## src/rtl/keypad_pkg.sv

```systemverilog
// keypad_pkg
// Shared definitions for the keypad emulator: the sequencer state encoding,
// the parameter defaults, the interval-timer width and the mapping from a
// 4-bit key index to the row line it drives and the column line it senses.
package keypad_pkg;

    localparam int DEF_BOUNCE_CYC = 8;
    localparam int DEF_NUM_BOUNCE = 4;
    localparam int DEF_GAP_CYC    = 16;

    // Interval timer width; it must hold the largest hold count (16 bits).
    localparam int TMR_W = 16;

    typedef enum logic [2:0] {
        IDLE      = 3'd0,
        PRESS_BNC = 3'd1,
        HOLD      = 3'd2,
        REL_BNC   = 3'd3,
        GAP       = 3'd4
    } state_t;

    // key[3:2] selects the row line that is pulled by the switch.
    function automatic logic [1:0] key_row(input logic [3:0] key);
        return key[3:2];
    endfunction

    // key[1:0] selects the column drive line that is copied onto that row.
    function automatic logic [1:0] key_col(input logic [3:0] key);
        return key[1:0];
    endfunction

endpackage

```

## src/rtl/keypad_emu_bounce_timer.sv

```systemverilog
// bounce_timer
// Loadable down counter used for every timed interval of the keypad emulator
// (bounce half-periods, stable hold and post-release gap).
// Loading value N-1 makes expire rise in the N-th cycle after the load edge,
// so an interval loaded with N-1 lasts exactly N cycles.
// Ports:
//   clk      - system clock
//   rst      - asynchronous active-high reset, clears the count
//   load     - load load_val on the next rising edge (has priority)
//   load_val - value to load
//   expire   - count has reached zero (current interval ends this cycle)
module bounce_timer
    import keypad_pkg::*;
#(
    parameter int WIDTH = TMR_W
) (
    input  logic             clk,
    input  logic             rst,
    input  logic             load,
    input  logic [WIDTH-1:0] load_val,
    output logic             expire
);

    logic [WIDTH-1:0] cnt_reg;

    always_ff @(posedge clk or posedge rst) begin
        if (rst) begin
            cnt_reg <= '0;
        end else if (load) begin
            cnt_reg <= load_val;
        end else if (cnt_reg != '0) begin
            cnt_reg <= cnt_reg - 1'b1;
        end
    end

    assign expire = (cnt_reg == '0);

endmodule

```

## src/rtl/keypad_emu.sv

```systemverilog
// keypad_emu
// Emulates one switch of a 4x4 matrix keypad pressed by command: contact
// bounce on press, a stable closed hold, bounce on release and an open gap,
// then a one-cycle done pulse. While the contact is closed the selected row
// line follows the selected column drive combinationally.
// Ports:
//   clk       - system clock
//   rst       - asynchronous active-high reset
//   cmd_valid - press command present
//   cmd_ready - emulator idle; command taken on cmd_valid & cmd_ready
//   cmd_key   - key index (row group key[3:2], column key[1:0])
//   cmd_hold  - stable-closed cycles (0 behaves as 1)
//   col       - active-low column drive from the scanner
//   row       - row sense back to the scanner
//   contact   - emulated switch closed
//   busy      - command in progress
//   done      - one-cycle pulse at the end of a sequence
module keypad_emu
    import keypad_pkg::*;
#(
    parameter int BOUNCE_CYC = DEF_BOUNCE_CYC,
    parameter int NUM_BOUNCE = DEF_NUM_BOUNCE,
    parameter int GAP_CYC    = DEF_GAP_CYC
) (
    input  logic        clk,
    input  logic        rst,
    input  logic        cmd_valid,
    output logic        cmd_ready,
    input  logic [3:0]  cmd_key,
    input  logic [15:0] cmd_hold,
    input  logic [3:0]  col,
    output logic [3:0]  row,
    output logic        contact,
    output logic        busy,
    output logic        done
);

    localparam logic [TMR_W-1:0] BNC_LOAD = TMR_W'(BOUNCE_CYC - 1);
    localparam logic [TMR_W-1:0] GAP_LOAD = TMR_W'(GAP_CYC - 1);
    localparam logic [15:0]      LAST_PAIR = 16'(NUM_BOUNCE - 1);

    state_t             state_reg, state_next;
    logic [3:0]         key_reg;
    logic [15:0]        hold_reg;
    // half_reg: 0 = first half of a bounce pair, 1 = second half
    logic               half_reg, half_next;
    logic [15:0]        pair_reg, pair_next;
    logic               done_reg;
    logic               accept;
    logic [15:0]        hold_eff;
    logic               tmr_load;
    logic [TMR_W-1:0]   tmr_val;
    logic               tmr_expire;
    logic               contact_int;

    assign accept   = cmd_valid && (state_reg == IDLE);
    assign hold_eff = (cmd_hold == 16'd0) ? 16'd1 : cmd_hold;

    bounce_timer #(
        .WIDTH(TMR_W)
    ) u_timer (
        .clk     (clk),
        .rst     (rst),
        .load    (tmr_load),
        .load_val(tmr_val),
        .expire  (tmr_expire)
    );

    // State register plus the data latched at acceptance.
    always_ff @(posedge clk or posedge rst) begin
        if (rst) begin
            state_reg <= IDLE;
            half_reg  <= 1'b0;
            pair_reg  <= '0;
            key_reg   <= '0;
            hold_reg  <= '0;
            done_reg  <= 1'b0;
        end else begin
            state_reg <= state_next;
            half_reg  <= half_next;
            pair_reg  <= pair_next;
            // done is high in the first IDLE cycle after the gap expires
            done_reg  <= (state_reg == GAP) && tmr_expire;
            if (accept) begin
                key_reg  <= cmd_key;
                hold_reg <= hold_eff;
            end
        end
    end

    // Next-state logic; every phase change reloads the timer with the
    // length of the phase being entered.
    always_comb begin
        state_next = state_reg;
        half_next  = half_reg;
        pair_next  = pair_reg;
        tmr_load   = 1'b0;
        tmr_val    = '0;
        case (state_reg)
            IDLE: begin
                if (cmd_valid) begin
                    tmr_load  = 1'b1;
                    half_next = 1'b0;
                    pair_next = '0;
                    if (NUM_BOUNCE == 0) begin
                        state_next = HOLD;
                        tmr_val    = hold_eff - 16'd1;
                    end else begin
                        state_next = PRESS_BNC;
                        tmr_val    = BNC_LOAD;
                    end
                end
            end
            PRESS_BNC, REL_BNC: begin
                if (tmr_expire) begin
                    tmr_load = 1'b1;
                    if (half_reg && (pair_reg == LAST_PAIR)) begin
                        half_next = 1'b0;
                        pair_next = '0;
                        if (state_reg == PRESS_BNC) begin
                            state_next = HOLD;
                            tmr_val    = hold_reg - 16'd1;
                        end else begin
                            state_next = GAP;
                            tmr_val    = GAP_LOAD;
                        end
                    end else begin
                        half_next = ~half_reg;
                        tmr_val   = BNC_LOAD;
                        if (half_reg) begin
                            pair_next = pair_reg + 16'd1;
                        end
                    end
                end
            end
            HOLD: begin
                if (tmr_expire) begin
                    tmr_load = 1'b1;
                    if (NUM_BOUNCE == 0) begin
                        state_next = GAP;
                        tmr_val    = GAP_LOAD;
                    end else begin
                        state_next = REL_BNC;
                        tmr_val    = BNC_LOAD;
                    end
                end
            end
            GAP: begin
                if (tmr_expire) begin
                    state_next = IDLE;
                end
            end
            default: begin
                state_next = IDLE;
            end
        endcase
    end

    // Outputs decoded from the state. Press bounce starts closed, release
    // bounce starts open.
    always_comb begin
        contact_int = 1'b0;
        cmd_ready   = 1'b0;
        case (state_reg)
            IDLE:      cmd_ready   = 1'b1;
            PRESS_BNC: contact_int = ~half_reg;
            HOLD:      contact_int = 1'b1;
            REL_BNC:   contact_int = half_reg;
            default:   contact_int = 1'b0;
        endcase
    end

    assign contact = contact_int;
    assign busy    = ~cmd_ready;
    assign done    = done_reg;

    // Only the latched key's row follows its column, and only while closed.
    for (genvar gi = 0; gi < 4; gi++) begin : g_row
        assign row[gi] = (contact_int && (key_row(key_reg) == 2'(gi)))
                         ? col[key_col(key_reg)] : 1'b1;
    end

endmodule

```

## config.mk

```make
export PLATFORM = sky130hd
export DESIGN_NAME = keypad_emu
export DESIGN_NICKNAME = d
export VERILOG_FILES = /design/src/rtl/keypad_pkg.sv /design/src/rtl/keypad_emu_bounce_timer.sv /design/src/rtl/keypad_emu.sv
export SDC_FILE = /design/constraint.sdc
export NUM_CORES = 1
export LEC_CHECK = 0
export ABC_AREA = 1
export BUFFER_PORTS_ARGS = -buffer_cell sky130_fd_sc_hd__buf_2
export CORE_ASPECT_RATIO = 1.5
export CORE_MARGIN = 8
export CORE_UTILIZATION = 45
export CTS_BUF_LIST = sky130_fd_sc_hd__clkbuf_4 sky130_fd_sc_hd__clkbuf_8 sky130_fd_sc_hd__clkbuf_16
export DETAILED_ROUTE_END_ITERATION = 8
export PLACE_DENSITY = 0.6
export SYNTH_ARGS = -nofsm -noshare
export SYNTH_HDL_FRONTEND = slang
export SYNTH_HIERARCHICAL = 1
export SYNTH_SLANG_ARGS = --single-unit
```

## constraint.sdc

```tcl
create_clock -name clk -period 2.94 [get_ports clk]
set_input_delay 0.441 -clock clk [delete_from_list [all_inputs] [get_ports clk]]
set_output_delay 0.441 -clock clk [all_outputs]
set_load 0.05 [all_outputs]
```

==> summary.md <==
| Metric | Value |
|---|---|
| NetSw | `1.37 mW` |
| Detailed Routing Iterations Pass 1 | `5` |
| # placed instances | `684` |
| Worst slew pin tran | `0.588 ns` |
| Fill cells | `830` |
| Initial Util | `45.7%` |
| Final ANT Viol Nets | `0` |
| Worst path required time | `3.16 ns` |
| Comb pwr share | `34.5%` |
| N_diodes | `0` |
| Crit-path leading delay family | `simple AND/OR/NAND/NOR gates` |
| CP Class | `flip-flop to flip-flop` |
| Max-slew violation count | `0` |
| Critical path startpoint category | `flip-flop` |
| Core ar. | `8310 sq um` |
| Average wire per cell in the routed design | `13.8 um` |
| Max VDD drop | `0.481 mV` |
| Longest Clk Path Bufs | `2` |
| Mapped Area | `3800 sq um` |
| Clk pwr share | `28.4%` |
| Max Cap Violations | `0` |
| Critical path, cell by cell | `inv_1 > ha_1 > nand3_4 > nor2_8 > nand3_4 > inv_1 > inv_1 > o21ai_2 > inv_2 > o21ai_1 > inv_1 > or2_2 > nand2_1 > nor2_1` |
| Gr ovfl total | `0` |
| Clock Tree Root | `clkbuf_16` |
| Area grow syn2layout | `15.2%` |
| Io pins | `35` |
| Die width | `91.0 um` |
| Hold Crit Class | `primary input to asynchronous set/reset pin` |
| CTS sink cnt | `57` |
| CTS tree | `built` |
| Clock transition at the registers of the reported paths | `0.05 ns` |
| Post-synthesis cell type count | `32` |
| Number of H-tree levels | `3` |
| Delay of the slowest critical-path stage | `0.37 ns` |
| Crit. End Element | `flip-flop` |
| Rel. slew slack | `60.7%` |
| Final Instance Count excl. Fillers | `700` |
| DIE HEIGHT | `128 um` |
| Post-CTS setup buffers | `0` |
| Post-synthesis sequential area ratio | `37.6%` |
| Net Sw Frac | `40.4%` |
| Syn Inst Count | `547` |
| Register Area | `1430 sq um` |
| Final setup fails | `0` |
| HPWL after DPL | `7.62 mm` |
| Post-synth EDFFs | `0` |
| Sequential share of power | `37.0%` |
| Share of layout cells above drive strength 1 | `15.7%` |
| Maximum clock rate | `395 MHz` |
| IO Port Bufs | `34` |
| Vias in the first global route | `3,498` |
| Cts repair resizes | `0` |
| Skew final | `0.00516 ns` |
| Cell row count | `41` |
| Number of synthesis warnings | `6` |
| Pwr Density | `779 nW/um^2` |
| Fin crit share | `86.1%` |
| Placer congestion estimate | `0.918` |
| WL final | `9.65 mm` |
| Final TNS setup | `0 ns` |
| Multi-input gate area | `2060 sq um` |
| Status | `completed` |
| Mapped Nets | `577` |
| # hold bufs at CTS | `0` |
| Data arrival, critical path | `2.75 ns` |
| DIE AREA | `11,700 sq um` |
| Cts bufs inserted | `9` |
| Int Pwr | `2.03 mW` |
| Vias | `3,637` |
| Initial antenna violation count | `0` |
| Crit path buffers/inverters | `5` |
| FFs w/ async S/R, synth | `100%` |
| Worst skew pair latency | `0.33 ns` |
| DRT iter0 DRCs | `219` |
| Syn Area/Cell | `6.94 sq um` |
| Final Hold Vio Count | `0` |
| Routed vias/inst | `5.20` |
| Post-synth top flop | `dfrtp_1` |
| #FFs+latches synth | `57` |
| RSZ-0062 raised after global routing | `no` |
| Static leakage | `2.20 nW` |
| Worst path most repeated cell | `inv_1` |
| GRT Overall Usage | `17.4%` |
| Crit path time final | `2.53 ns` |
| Final Net Count | `618` |
| Crit path max-delay cell type | `dfrtp_1` |
| DRC violations left | `0` |
| Global-route wire length before repair | `16.4 mm` |
| CP max FO | `15` |
| Largest net degree at the start of global routing | `42` |
[synth_stat cells, types with 2 or more instances]
master | instances | area, sq um
o21ai_1 | 5 | 25.0
nand3_1 | 35 | 175
nor3_1 | 5 | 25.0
buf_4 | 2 | 15.0
ha_1 | 3 | 37.5
nand3_4 | 3 | 52.6
a21oi_1 | 13 | 65.1
nor4_1 | 2 | 12.5
dfrtp_1 | 57 | 1430
buf_2 | 4 | 20.0
nor2_1 | 66 | 248
nor2_8 | 3 | 60.1
o21bai_1 | 4 | 30.0
nand4_1 | 30 | 188
o21ai_0 | 42 | 210
nor2_2 | 9 | 56.3
inv_2 | 4 | 15.0
nand2_2 | 6 | 37.5
or2_2 | 3 | 18.8
inv_1 | 67 | 251
xor2_1 | 6 | 52.6
nor2_4 | 7 | 78.8
xnor2_1 | 3 | 26.3
nand2_1 | 159 | 597
clkbuf_1 | 2 | 7.51
[stage by stage]
stage	cell area (sq um)	hold slack (ns)	total power [mW]	utilization (%)	setup WS, ns
after floorplan	3800	0.355	2.14	-	0.111
after global placement	4090	0.498	2.43	49.2	0.485
after detailed placement	4090	0.501	2.44	49.2	0.401
after CTS	4370	0.209	3.43	52.6	0.397
after global routing	4370	0.245	3.67	52.6	0.0678
final	4370	0.183	3.41	52.6	0.409
[layout by cell type (no fill, tap or decap), types with 7 or more instances in the layout]
| cell type | Yosys | layout |
|---|---|---|
| buf_2 | 4 | 34 |
| nor2_4 | 7 | 7 |
| a21oi_1 | 13 | 13 |
| nand3_1 | 35 | 35 |
| o21ai_0 | 42 | 41 |
| nor2_1 | 66 | 66 |
| nand2_1 | 159 | 159 |
| nand4_1 | 30 | 30 |
| nor2_2 | 9 | 9 |
| inv_1 | 67 | 67 |
| clkbuf_16 | 0 | 9 |
| dfrtp_1 | 57 | 57 |
[layout make-up]
class                           instances  area share [%]
Timing Repair Buffer                   39            4.75
Clock buffer                           13            6.12
Tap cell                              107            3.06
Inverter                               71            6.09
Clock inverter                          3           0.343
Sequential cell                        57            32.6
Multi-Input combinational cell        410            47.0
[worst reg2reg max path, stage by stage (launching register included)]
cell and delay (ns):
dfrtp_1 0.37, inv_1 0.12, ha_1 0.28, nand3_4 0.15, nor2_8 0.14, nand3_4 0.12
inv_1 0.12, inv_1 0.12, o21ai_2 0.16, inv_2 0.06, o21ai_1 0.10, inv_1 0.24
or2_2 0.35, nand2_1 0.07, nor2_1 0.04
[worst paths after layout]
| path | to | cells after the start | start | slack (ns) |
|---|---|---|---|---|
| worst max-delay path | u_timer/cnt_reg[10] | 14 | u_timer/cnt_reg[0] | 0.41 |
| worst min-delay path | u_timer/cnt_reg[2] | 2 | rst | 0.18 |
| worst max register to register | u_timer/cnt_reg[10] | 14 | u_timer/cnt_reg[0] | 0.41 |
| worst min register to register | key_reg[1] | 2 | key_reg[1] | 0.51 |
| max in group asynchronous | hold_reg[13] | 3 | rst | 2.32 |
| min in group clk | key_reg[1] | 3 | cmd_key[1] | 0.32 |
[kinds of logic (layout without fill, tap and decap cells)]
family | after synthesis | after routing | share of synthesized area, %
adder cells (fa/ha/maj) | 3 | 3 | 0.989
buffers and inverters | 80 | 126 | 8.27
flip-flops | 57 | 57 | 37.6
AND/OR/NAND/NOR | 330 | 330 | 41.5
XOR/XNOR | 9 | 9 | 2.08
AO/OA/AOI/OAI | 68 | 68 | 9.59
[power by group through the flow]
stage               Clock [mW]  Sequential, mW  Combinational, mW
floorplan                    0            1.21              0.938
global placement             0            1.27               1.16
detailed placement           0            1.26               1.18
CTS                      0.995            1.26               1.18
global route              1.04            1.29               1.35
finish                   0.969            1.26               1.18
[metal layers]
| layer | GRT usage [%] | vias to the layer above | part of all wire [%] |
|---|---|---|---|
| li1 | - | 1849 | - |
| met3 | 3.96 | 18 | 4.0 |
| met5 | 0 | - | 0 |
| met2 | 31.2 | 93 | 53 |
| met1 | 19.3 | 1677 | 41 |
| met4 | 7.36 | 0 | 2.0 |
No activity file was read; power rests on OpenSTA's default activity.
